===== config.mk =====
export PLATFORM = sky130hd
export DESIGN_NAME = acc_cpu_param
export DESIGN_NICKNAME = d
export VERILOG_FILES = /design/src/rtl/acc_cpu_param.sv
export SDC_FILE = /design/constraint.sdc
export NUM_CORES = 1
export LEC_CHECK = 0
export CAP_MARGIN = 20
export CORE_MARGIN = 4
export CORE_UTILIZATION = 45
export CTS_BUF_LIST = sky130_fd_sc_hd__clkbuf_4 sky130_fd_sc_hd__clkbuf_8
export CTS_CLUSTER_DIAMETER = 30
export DETAILED_ROUTE_END_ITERATION = 16
export HOLD_SLACK_MARGIN = 0.03
export PLACE_DENSITY_LB_ADDON = 0.05
export SYNTH_ARGS = -nofsm -noshare
export SYNTH_HDL_FRONTEND = slang
export SYNTH_SLANG_ARGS = --single-unit

===== constraint.sdc =====
create_clock -name clk -period 4.1 [get_ports clk]
set_clock_uncertainty 0.15 [all_clocks]
set_input_delay 0.615 -clock clk [delete_from_list [all_inputs] [get_ports clk]]
set_output_delay 0.615 -clock clk [all_outputs]
set_load 0.01 [all_outputs]

===== src/rtl/acc_cpu_param.sv =====
// Parametrised accumulator CPU: FETCH/EXEC/HALTED sequencer, small register file,
// zero/carry flags, conditional branches and an instruction-valid fetch handshake.
module acc_cpu_param #(
  parameter int DATA_W = 8,
  parameter int PC_W   = 8,
  parameter int OPER_W = 4,
  parameter int NREGS  = 4
) (
  input  logic              clk,
  input  logic              reset_n,
  input  logic              run,
  input  logic              resume,
  input  logic [OPER_W+3:0] instr,
  input  logic              instr_valid,
  output logic [PC_W-1:0]   pc,
  output logic [DATA_W-1:0] acc,
  output logic              zero,
  output logic              carry,
  output logic              halted,
  output logic              retired
);

  localparam int INSTR_W = 4 + OPER_W;
  localparam int REG_AW  = (NREGS > 1) ? $clog2(NREGS) : 1;

  typedef enum logic [1:0] {
    S_FETCH  = 2'd0,
    S_EXEC   = 2'd1,
    S_HALTED = 2'd2
  } state_e;

  typedef enum logic [3:0] {
    OP_NOP  = 4'h0,
    OP_LDI  = 4'h1,
    OP_ADDI = 4'h2,
    OP_SUBI = 4'h3,
    OP_LD   = 4'h4,
    OP_ST   = 4'h5,
    OP_ADD  = 4'h6,
    OP_AND  = 4'h7,
    OP_OR   = 4'h8,
    OP_XOR  = 4'h9,
    OP_SHL  = 4'hA,
    OP_SHR  = 4'hB,
    OP_JMP  = 4'hC,
    OP_JZ   = 4'hD,
    OP_JC   = 4'hE,
    OP_HALT = 4'hF
  } opcode_e;

  state_e               state_q, state_d;
  logic [PC_W-1:0]      pc_q, pc_d;
  logic [DATA_W-1:0]    acc_q, acc_d;
  logic                 zero_q, zero_d;
  logic                 carry_q, carry_d;
  logic [INSTR_W-1:0]   ir_q, ir_d;
  logic [DATA_W-1:0]    regs_q [NREGS];

  opcode_e              opcode;
  logic [OPER_W-1:0]    operand;
  logic [DATA_W-1:0]    imm;
  logic [REG_AW-1:0]    reg_idx;
  logic [DATA_W-1:0]    reg_rdata;
  logic [PC_W-1:0]      target;
  logic [PC_W-1:0]      pc_inc;
  logic [DATA_W:0]      add_imm;
  logic [DATA_W:0]      sub_imm;
  logic [DATA_W:0]      add_reg;
  logic [DATA_W-1:0]    result;
  logic                 acc_wr;
  logic                 reg_we;

  assign opcode    = opcode_e'(ir_q[INSTR_W-1 -: 4]);
  assign operand   = ir_q[OPER_W-1:0];
  assign imm       = DATA_W'(operand);
  assign reg_idx   = operand[REG_AW-1:0];
  assign reg_rdata = regs_q[reg_idx];
  assign target    = PC_W'(operand);
  assign pc_inc    = pc_q + PC_W'(1);

  // The extra top bit of each sum is the carry-out, or the borrow for the subtract.
  assign add_imm = {1'b0, acc_q} + {1'b0, imm};
  assign sub_imm = {1'b0, acc_q} - {1'b0, imm};
  assign add_reg = {1'b0, acc_q} + {1'b0, reg_rdata};

  always_comb begin
    state_d = state_q;
    pc_d    = pc_q;
    acc_d   = acc_q;
    zero_d  = zero_q;
    carry_d = carry_q;
    ir_d    = ir_q;
    reg_we  = 1'b0;
    acc_wr  = 1'b0;
    result  = acc_q;

    case (state_q)
      S_FETCH: begin
        if (run && instr_valid) begin
          ir_d    = instr;
          state_d = S_EXEC;
        end
      end

      S_EXEC: begin
        state_d = S_FETCH;
        pc_d    = pc_inc;
        // Branch conditions see the flags as they were before this instruction.
        case (opcode)
          OP_NOP: ;
          OP_LDI: begin
            acc_wr = 1'b1;
            result = imm;
          end
          OP_ADDI: begin
            acc_wr  = 1'b1;
            result  = add_imm[DATA_W-1:0];
            carry_d = add_imm[DATA_W];
          end
          OP_SUBI: begin
            acc_wr  = 1'b1;
            result  = sub_imm[DATA_W-1:0];
            carry_d = sub_imm[DATA_W];
          end
          OP_LD: begin
            acc_wr = 1'b1;
            result = reg_rdata;
          end
          OP_ST:  reg_we = 1'b1;
          OP_ADD: begin
            acc_wr  = 1'b1;
            result  = add_reg[DATA_W-1:0];
            carry_d = add_reg[DATA_W];
          end
          // Logic ops take their second operand from the register file, like ADD.
          OP_AND: begin
            acc_wr = 1'b1;
            result = acc_q & reg_rdata;
          end
          OP_OR: begin
            acc_wr = 1'b1;
            result = acc_q | reg_rdata;
          end
          OP_XOR: begin
            acc_wr = 1'b1;
            result = acc_q ^ reg_rdata;
          end
          OP_SHL: begin
            acc_wr  = 1'b1;
            result  = {acc_q[DATA_W-2:0], 1'b0};
            carry_d = acc_q[DATA_W-1];
          end
          OP_SHR: begin
            acc_wr  = 1'b1;
            result  = {1'b0, acc_q[DATA_W-1:1]};
            carry_d = acc_q[0];
          end
          OP_JMP: pc_d = target;
          OP_JZ: begin
            if (zero_q) pc_d = target;
          end
          OP_JC: begin
            if (carry_q) pc_d = target;
          end
          OP_HALT: state_d = S_HALTED;
          default: ;
        endcase

        if (acc_wr) begin
          acc_d  = result;
          zero_d = (result == '0);
        end
      end

      S_HALTED: begin
        if (resume) state_d = S_FETCH;
      end

      default: state_d = S_FETCH;
    endcase
  end

  always_ff @(posedge clk or negedge reset_n) begin
    if (!reset_n) begin
      state_q <= S_FETCH;
      pc_q    <= '0;
      acc_q   <= '0;
      zero_q  <= 1'b0;
      carry_q <= 1'b0;
      ir_q    <= '0;
    end else begin
      state_q <= state_d;
      pc_q    <= pc_d;
      acc_q   <= acc_d;
      zero_q  <= zero_d;
      carry_q <= carry_d;
      ir_q    <= ir_d;
    end
  end

  always_ff @(posedge clk or negedge reset_n) begin
    if (!reset_n) begin
      for (int i = 0; i < NREGS; i++) regs_q[i] <= '0;
    end else if (reg_we) begin
      regs_q[reg_idx] <= acc_q;
    end
  end

  // Retire is decoded from state so an async reset mid-EXEC drops it at once.
  assign pc      = pc_q;
  assign acc     = acc_q;
  assign zero    = zero_q;
  assign carry   = carry_q;
  assign halted  = (state_q == S_HALTED);
  assign retired = (state_q == S_EXEC);

endmodule


==> results of run 1 <==
layout make-up:
| cell class | count | area [sq um] |
|---|---|---|
| Fill cell | 901 | 4390 |
| Inverter | 32 | 120 |
| Multi-Input combinational cell | 374 | 2620 |
| Timing Repair Buffer | 44 | 405 |
| Clock buffer | 11 | 145 |
| Clock inverter | 4 | 26.3 |
| Sequential cell | 60 | 1500 |
| Tap cell | 129 | 161 |
placed cells by master, fill, tap and decap left out, drive strengths merged, types with 4 or more instances in the layout:
cell type      instances
and3                   4
a211oi                 5
inv                   32
xnor2                  8
a22oi                  5
o21ai                 48
nor2                  23
o31ai                  5
mux4                   8
dfrtp                 60
nor3                  11
mux2i                  4
o22ai                  4
clkdlybuf4s50         31
a31oi                  4
ha                    28
nand3                 17
nand2                 60
nand2b                11
xor2                   5
a21oi                 38
nor2b                 10
buf                   13
mux2                  12
o21a                   7
clkbuf                11
logic make-up after synthesis:
kind of cell | Yosys count | share of synthesized area, %
buf+inv | 62 | 6.36
compound gates | 151 | 22.1
flops | 60 | 34.1
xor+xnor | 13 | 2.59
simple gates | 155 | 17.3
mux | 24 | 8.24
fa+ha+maj | 31 | 9.32
per-stage QoR:
stage,instance area [sq um],setup WS (ns),cells
after floorplan,4400,0.856,496
after global placement,4810,0.709,639
after detailed placement,4810,0.582,639
after CTS,4980,0.569,654
after global routing,4980,0.346,654
final,4980,0.528,654
worst reg2reg max path, stage by stage, from the launching register on:
cell	delay, ns
sky130_fd_sc_hd__dfrtp_1	0.46
sky130_fd_sc_hd__mux4_2	0.58
sky130_fd_sc_hd__ha_1	0.25
sky130_fd_sc_hd__fa_1	0.44
sky130_fd_sc_hd__a211oi_1	0.37
sky130_fd_sc_hd__nor4b_1	0.10
sky130_fd_sc_hd__o21ba_2	0.24
sky130_fd_sc_hd__o22ai_1	0.07
sky130_fd_sc_hd__a211oi_1	0.29
sky130_fd_sc_hd__a41oi_1	0.20
sky130_fd_sc_hd__o41ai_2	0.32
Yosys cell counts (all sizes together) (3+ instances only):
master    n  share of area (%)
a211oi    5               0.85
clkbuf   15                1.3
nor2     23                2.0
nor3     11                1.5
nor2b    10                1.4
and3      4               0.57
o31ai     5               0.85
a21o      3               0.51
inv      32                2.7
mux2     12                3.1
mux4      8                4.3
nand4     3               0.43
nand2b   11                1.6
fa        3                1.4
nand2    60                5.1
dfrtp    60                 34
buf      15                2.4
a221oi    3               0.60
o21a      7                1.2
o21ai    48                5.5
nand3    17                1.9
a31oi     4               0.57
or3       3               0.43
xor2      5               0.99
a22oi     5               0.85
xnor2     8                1.6
o22ai     4               0.57
mux2i     4               0.91
o311ai    3               0.60
o2bb2ai   3               0.60
a21oi    38                4.3
ha       28                8.0
state kept, by name (all words and copies together), names as in the netlist:
signal / flops
acc: 8
carry: 1
ir_q: 8
pc: 8
regs_q: 32
state_q: 2
zero: 1
power by group through the flow:
stage | registers, mW | clock network (mW) | logic [mW]
final | 0.983 | 0.477 | 1.67
after CTS | 0.985 | 0.492 | 1.65
after global routing | 1.02 | 0.523 | 1.85
after detailed placement | 0.996 | 0 | 1.64
after floorplan | 0.904 | 0 | 1.17
after global placement | 0.992 | 0 | 1.63
metal layers:
| layer | track usage [%] | up-vias | share of wire, % |
|---|---|---|---|
| met2 | 37.4 | 166 | 45 |
| met1 | 34.4 | 1894 | 45 |
| met3 | 5.72 | 26 | 8.1 |
| li1 | - | 1833 | - |
| met4 | 5.84 | 0 | 1.8 |
| met5 | 0 | - | 0 |
how the worst max path moves through the flow:
| stage | endpoint | cells after the start |
|---|---|---|
| 2_1_floorplan | zero | 11 |
| 3_3_place_gp | zero | 10 |
| 3_5_place_dp | zero | 10 |
| 4_1_cts | zero | 10 |
| 5_1_grt | zero | 10 |
| 6_report | zero | 10 |
==> impl_metrics.ini, run 1 <==
[outcome]
result_of_the_run = completed

[timing]
period_share_pct = 87.1
finalHoldViolations = 0
timing.final.max_slew_violations = 0
slew_headroom_pct = 21.3
fmax_mhz = 280
rsz0062_at_grt = no
final.hold.worst_slack_ns = 0.224
finalCriticalPeriod_ns = 3.57
actual_transition_at_the_worst_max_transition_pin_ns = 1.18
fin_setup_tns_ns = 0
final-setup-viol-count = 0

[power]
net_switching_power_of_the_design_mw = 1.42
report.power.total_mw = 3.13
pwr-share-seq_pct = 31.4
vdd_drop_max_mv = 0.219
power.share.combinational_pct = 53.3
total_power_per_unit_cell_area_mw_per_mm2 = 628
p_clk_share_pct = 15.2
leakagePower_nw = 2.13
switching_share_pct = 45.4
intPower_mw = 1.71

[global_routing]
grt_pass1_vias = 3929
number_of_antenna_violations_at_the_first_check_in_global_routing = 0
grtUsageTotal_pct = 24.2
grt_max_degree = 37
first_pass_grt_wire_length_microns = 21700
grt_remaining_overflow = 0

[worst_setup_path]
worst_path_largest_cell_delay_ns = 0.58
worstPathMaxFanout = 5
setup.worst_path.end_class = flop
critical-path-top-delay-family = compound AO/OA/AOI/OAI gates
critical_path_buf_inv_count = 0
worst-r2r-setup-slack_ns = 0.53
crit-reg2reg-capture = zero
ff_to_ff_start = ir_q[0]
cp_data_arrival_time_ns = 3.65
setup.worst_path.start_class = flop
critical_path.startpoint = ir_q[0]
worstPathRequired_ns = 4.18
crit_chain = mux4_2 -> ha_1 -> fa_1 -> a211oi_1 -> nor4b_1 -> o21ba_2 -> o22ai_1 -> a211oi_1 -> a41oi_1 -> o41ai_2
worst_path_most_repeated_cell = sky130_fd_sc_hd__a211oi_1
cp_slowest_cell = sky130_fd_sc_hd__mux4_2
setup.worst_path.class = flop to flop
rr_worst_depth = 10

[yosys]
synthFlopType = sky130_fd_sc_hd__dfrtp_1
yosysWarningCount = 0
synthDistinctLibCells = 65
mappedNetlistNets = 540
synth_area_sq_mm = 0.00440
netlist_instances = 496
flops_latches_synth = 60
synth_area_per_cell_sq_um = 8.88
postSynth.asyncResetShare_pct = 100
synth_edf_count = 0
synth_seq_area_share_pct = 34.1

[place]
hpwl_microns = 9550
gp_congestion = 0.966
port_buffers = 32

[floorplanning]
die_width_microns = 107
pin_count = 33
die_h_microns = 107
dieArea_sq_mm = 0.0114
floorplan.initialDensity_pct = 47.0
core_area_sq_mm = 0.00937
floorplan.rows = 35

[run]
drv_cap = 0

[clock_network]
post-cts-setup-buffer-count = 0
h_tree_depth = 3
clock_insertion_delay_worst_skew_ns = 0.34
clkSinkCount = 60
cts_buffer_count = 9
ctsLongestPathBuffers = 2
cts-root-buf = sky130_fd_sc_hd__clkbuf_8
cts_tree = yes
holdBufCountCts = 0
cts_resized = 0
cts.clk_slew.worst_paths_ns = 0.07

[hold_path]
hold_path_class = input pin to async pin

[final_layout]
nNetsFinal = 565
final_core_occ_pct = 53.2
drive_gt1_share_pct = 10.9
num_antenna_cells = 0
areaGrowthSynthToFinish_pct = 13.1

[detailed_routing]
route.final.wire_length_microns = 13000
route.vias.total = 3919
dr.first_iter.drc_count = 411
ant_nets = 0
drt_first_pass_iters = 7
drcViolationCount = 0
average_wire_per_cell_in_the_routed_design_microns = 19.8
routed_via_density = 5.99
No activity file was read; power rests on OpenSTA's default activity.
==> run 2, diff against run 1 <==
--- a/config.mk
+++ b/config.mk
@@ -13,6 +13,7 @@
 export DETAILED_ROUTE_END_ITERATION = 16
 export HOLD_SLACK_MARGIN = 0.03
 export PLACE_DENSITY_LB_ADDON = 0.05
+export SLEW_MARGIN = 20
 export SYNTH_ARGS = -nofsm -noshare
 export SYNTH_HDL_FRONTEND = slang
 export SYNTH_SLANG_ARGS = --single-unit
==> results of run 2 <==
Same layout as run 1: the final DEF is identical, and so are final timing and power.
==> run 3, diff against run 2 <==
--- a/config.mk
+++ b/config.mk
@@ -11,6 +11,7 @@
 export CTS_BUF_LIST = sky130_fd_sc_hd__clkbuf_4 sky130_fd_sc_hd__clkbuf_8
 export CTS_CLUSTER_DIAMETER = 30
 export DETAILED_ROUTE_END_ITERATION = 16
+export GPL_ROUTABILITY_DRIVEN = 0
 export HOLD_SLACK_MARGIN = 0.03
 export PLACE_DENSITY_LB_ADDON = 0.05
 export SLEW_MARGIN = 20
==> run 3 against run 2 <==
Against the previous run: die area unchanged; wire length shrank 2.9%; total power rose by 4.7%; worst setup slack better by 0.013 ns; clock power grew 30%; sequential share of layout area shrank 0.32 points; largest power group unchanged; highest routed layer unchanged.
==> impl_metrics.ini, run 3 (same netlist as run 1, synthesis figures left out) <==
[floorplanning]
floorplan.initialDensity_pct = 47.0
pin_count = 33
floorplan.rows = 35
core_area_sq_mm = 0.00937
die_width_microns = 107
dieArea_sq_mm = 0.0114
die_h_microns = 107

[timing]
fin_setup_tns_ns = 0
final.setup.worst_slack_ns = 0.541
finalCriticalPeriod_ns = 3.56
fmax_mhz = 281
actual_transition_at_the_worst_max_transition_pin_ns = 1.16
timing.final.max_slew_violations = 0
slew_headroom_pct = 22.8
finalHoldViolations = 0
rsz0062_at_grt = no
final-setup-viol-count = 0
period_share_pct = 86.8

[power]
switching_share_pct = 43.7
leakagePower_nw = 2.16
net_switching_power_of_the_design_mw = 1.43
pwr-share-seq_pct = 29.8
intPower_mw = 1.85
p_clk_share_pct = 19.0
power.share.combinational_pct = 51.2
total_power_per_unit_cell_area_mw_per_mm2 = 650
vdd_drop_max_mv = 0.252

[global_routing]
grt_pass1_vias = 3800
grt_remaining_overflow = 0
first_pass_grt_wire_length_microns = 20700
grtUsageTotal_pct = 23.4
number_of_antenna_violations_at_the_first_check_in_global_routing = 0
grt_max_degree = 36

[final_layout]
drive_gt1_share_pct = 11.0
top_register = regs_q
num_antenna_cells = 0
nNetsFinal = 565
areaGrowthSynthToFinish_pct = 14.3
mostFrequentLayoutCells = sky130_fd_sc_hd__nand2_1 (60), sky130_fd_sc_hd__dfrtp_1 (60), sky130_fd_sc_hd__o21ai_0 (47)
largest_reg_flops = 32
final_design_area_no_fill_sq_mm = 0.00504

[detailed_routing]
route.final.wire_length_microns = 12600
drcViolationCount = 0
ant_nets = 0
routed_via_density = 6.02
average_wire_per_cell_in_the_routed_design_microns = 19.2
drt_first_pass_iters = 5
dr.first_iter.drc_count = 359
route.vias.total = 3944

[place]
pre_cts_ws_ns = 0.596
hpwl_microns = 9310
port_buffers = 32
dp_area_sq_mm = 0.00481

[clock_network]
cts_buffer_count = 9
clkSinkCount = 60
cts-root-buf = sky130_fd_sc_hd__clkbuf_8
holdBufCountCts = 0
h_tree_depth = 3
clock_insertion_delay_worst_skew_ns = 0.35
ctsLongestPathBuffers = 2
cts_resized = 0
cts_tree = yes
cts.clk_slew.worst_paths_ns = 0.08
post-cts-setup-buffer-count = 0

[outcome]
result_of_the_run = completed

[worst_setup_path]
worstPathMaxFanout = 4
cp_data_arrival_time_ns = 3.66
worstPathRequired_ns = 4.20
setup.worst_path.class = flop to flop
setup.worst_path.start_class = flop
critical_path.startpoint = ir_q[0]
worst-r2r-setup-slack_ns = 0.54
ff_to_ff_start = ir_q[0]
setup.worst_path.end_class = flop

[run]
drv_cap = 0

[hold_path]
hold_path_class = input pin to async pin
==> run 3: stage by stage <==
stage	instances	power [mW]	util (%)	hold WS, ns
floorplan	496	2.08	-	0.169
global placement	639	2.61	51.3	0.309
detailed placement	639	2.62	51.3	0.317
CTS	655	3.26	53.7	0.213
global route	655	3.52	53.7	0.256
finish	655	3.28	53.7	0.192
==> run 3: cell type report <==
class	instances	area, sq um
clock buffer	12	153
timing repair buffer	44	405
tap	129	161
inverter	32	120
fill	901	4340
multi-input combinational	374	2620
sequential	60	1500
clock inverter	4	72.6
==> run 3: worst paths after layout <==
| path | end | depth (start not counted) |
|---|---|---|
| max | zero | 10 |
| min | pc[5] | 1 |
| max reg2reg | zero | 10 |
| min reg2reg | regs_q[9] | 2 |
| max in group asynchronous | regs_q[4] | 2 |
| min in group clk | regs_q[9] | 2 |
==> run 3: worst max-delay path, cell delays in order (launching register included) <==
cell	delay, ns
sky130_fd_sc_hd__dfrtp_1	0.45
sky130_fd_sc_hd__mux4_2	0.57
sky130_fd_sc_hd__ha_1	0.25
sky130_fd_sc_hd__fa_1	0.43
sky130_fd_sc_hd__a21o_1	0.19
sky130_fd_sc_hd__a21oi_1	0.18
sky130_fd_sc_hd__xor2_1	0.19
sky130_fd_sc_hd__o22ai_1	0.10
sky130_fd_sc_hd__a211oi_1	0.40
sky130_fd_sc_hd__a41oi_1	0.23
sky130_fd_sc_hd__o41ai_2	0.34
==> run 3: power by group through the flow <==
stage               combinational (mW)  clock, mW  sequential (mW)
floorplan                         1.17          0            0.904
global placement                  1.63          0            0.984
detailed placement                1.64          0            0.986
CTS                               1.65      0.635            0.976
global route                      1.85      0.655             1.01
finish                            1.68      0.622            0.976
==> run 3: metal layers <==
layer / GRT usage [%] / routed length (microns) / vias to the layer above
met4: 9.59 / 403 / 0
met2: 34.4 / 5490 / 176
li1: - / - / 1845
met1: 33.8 / 5630 / 1890
met5: 0 / 0 / -
met3: 4.27 / 1060 / 33
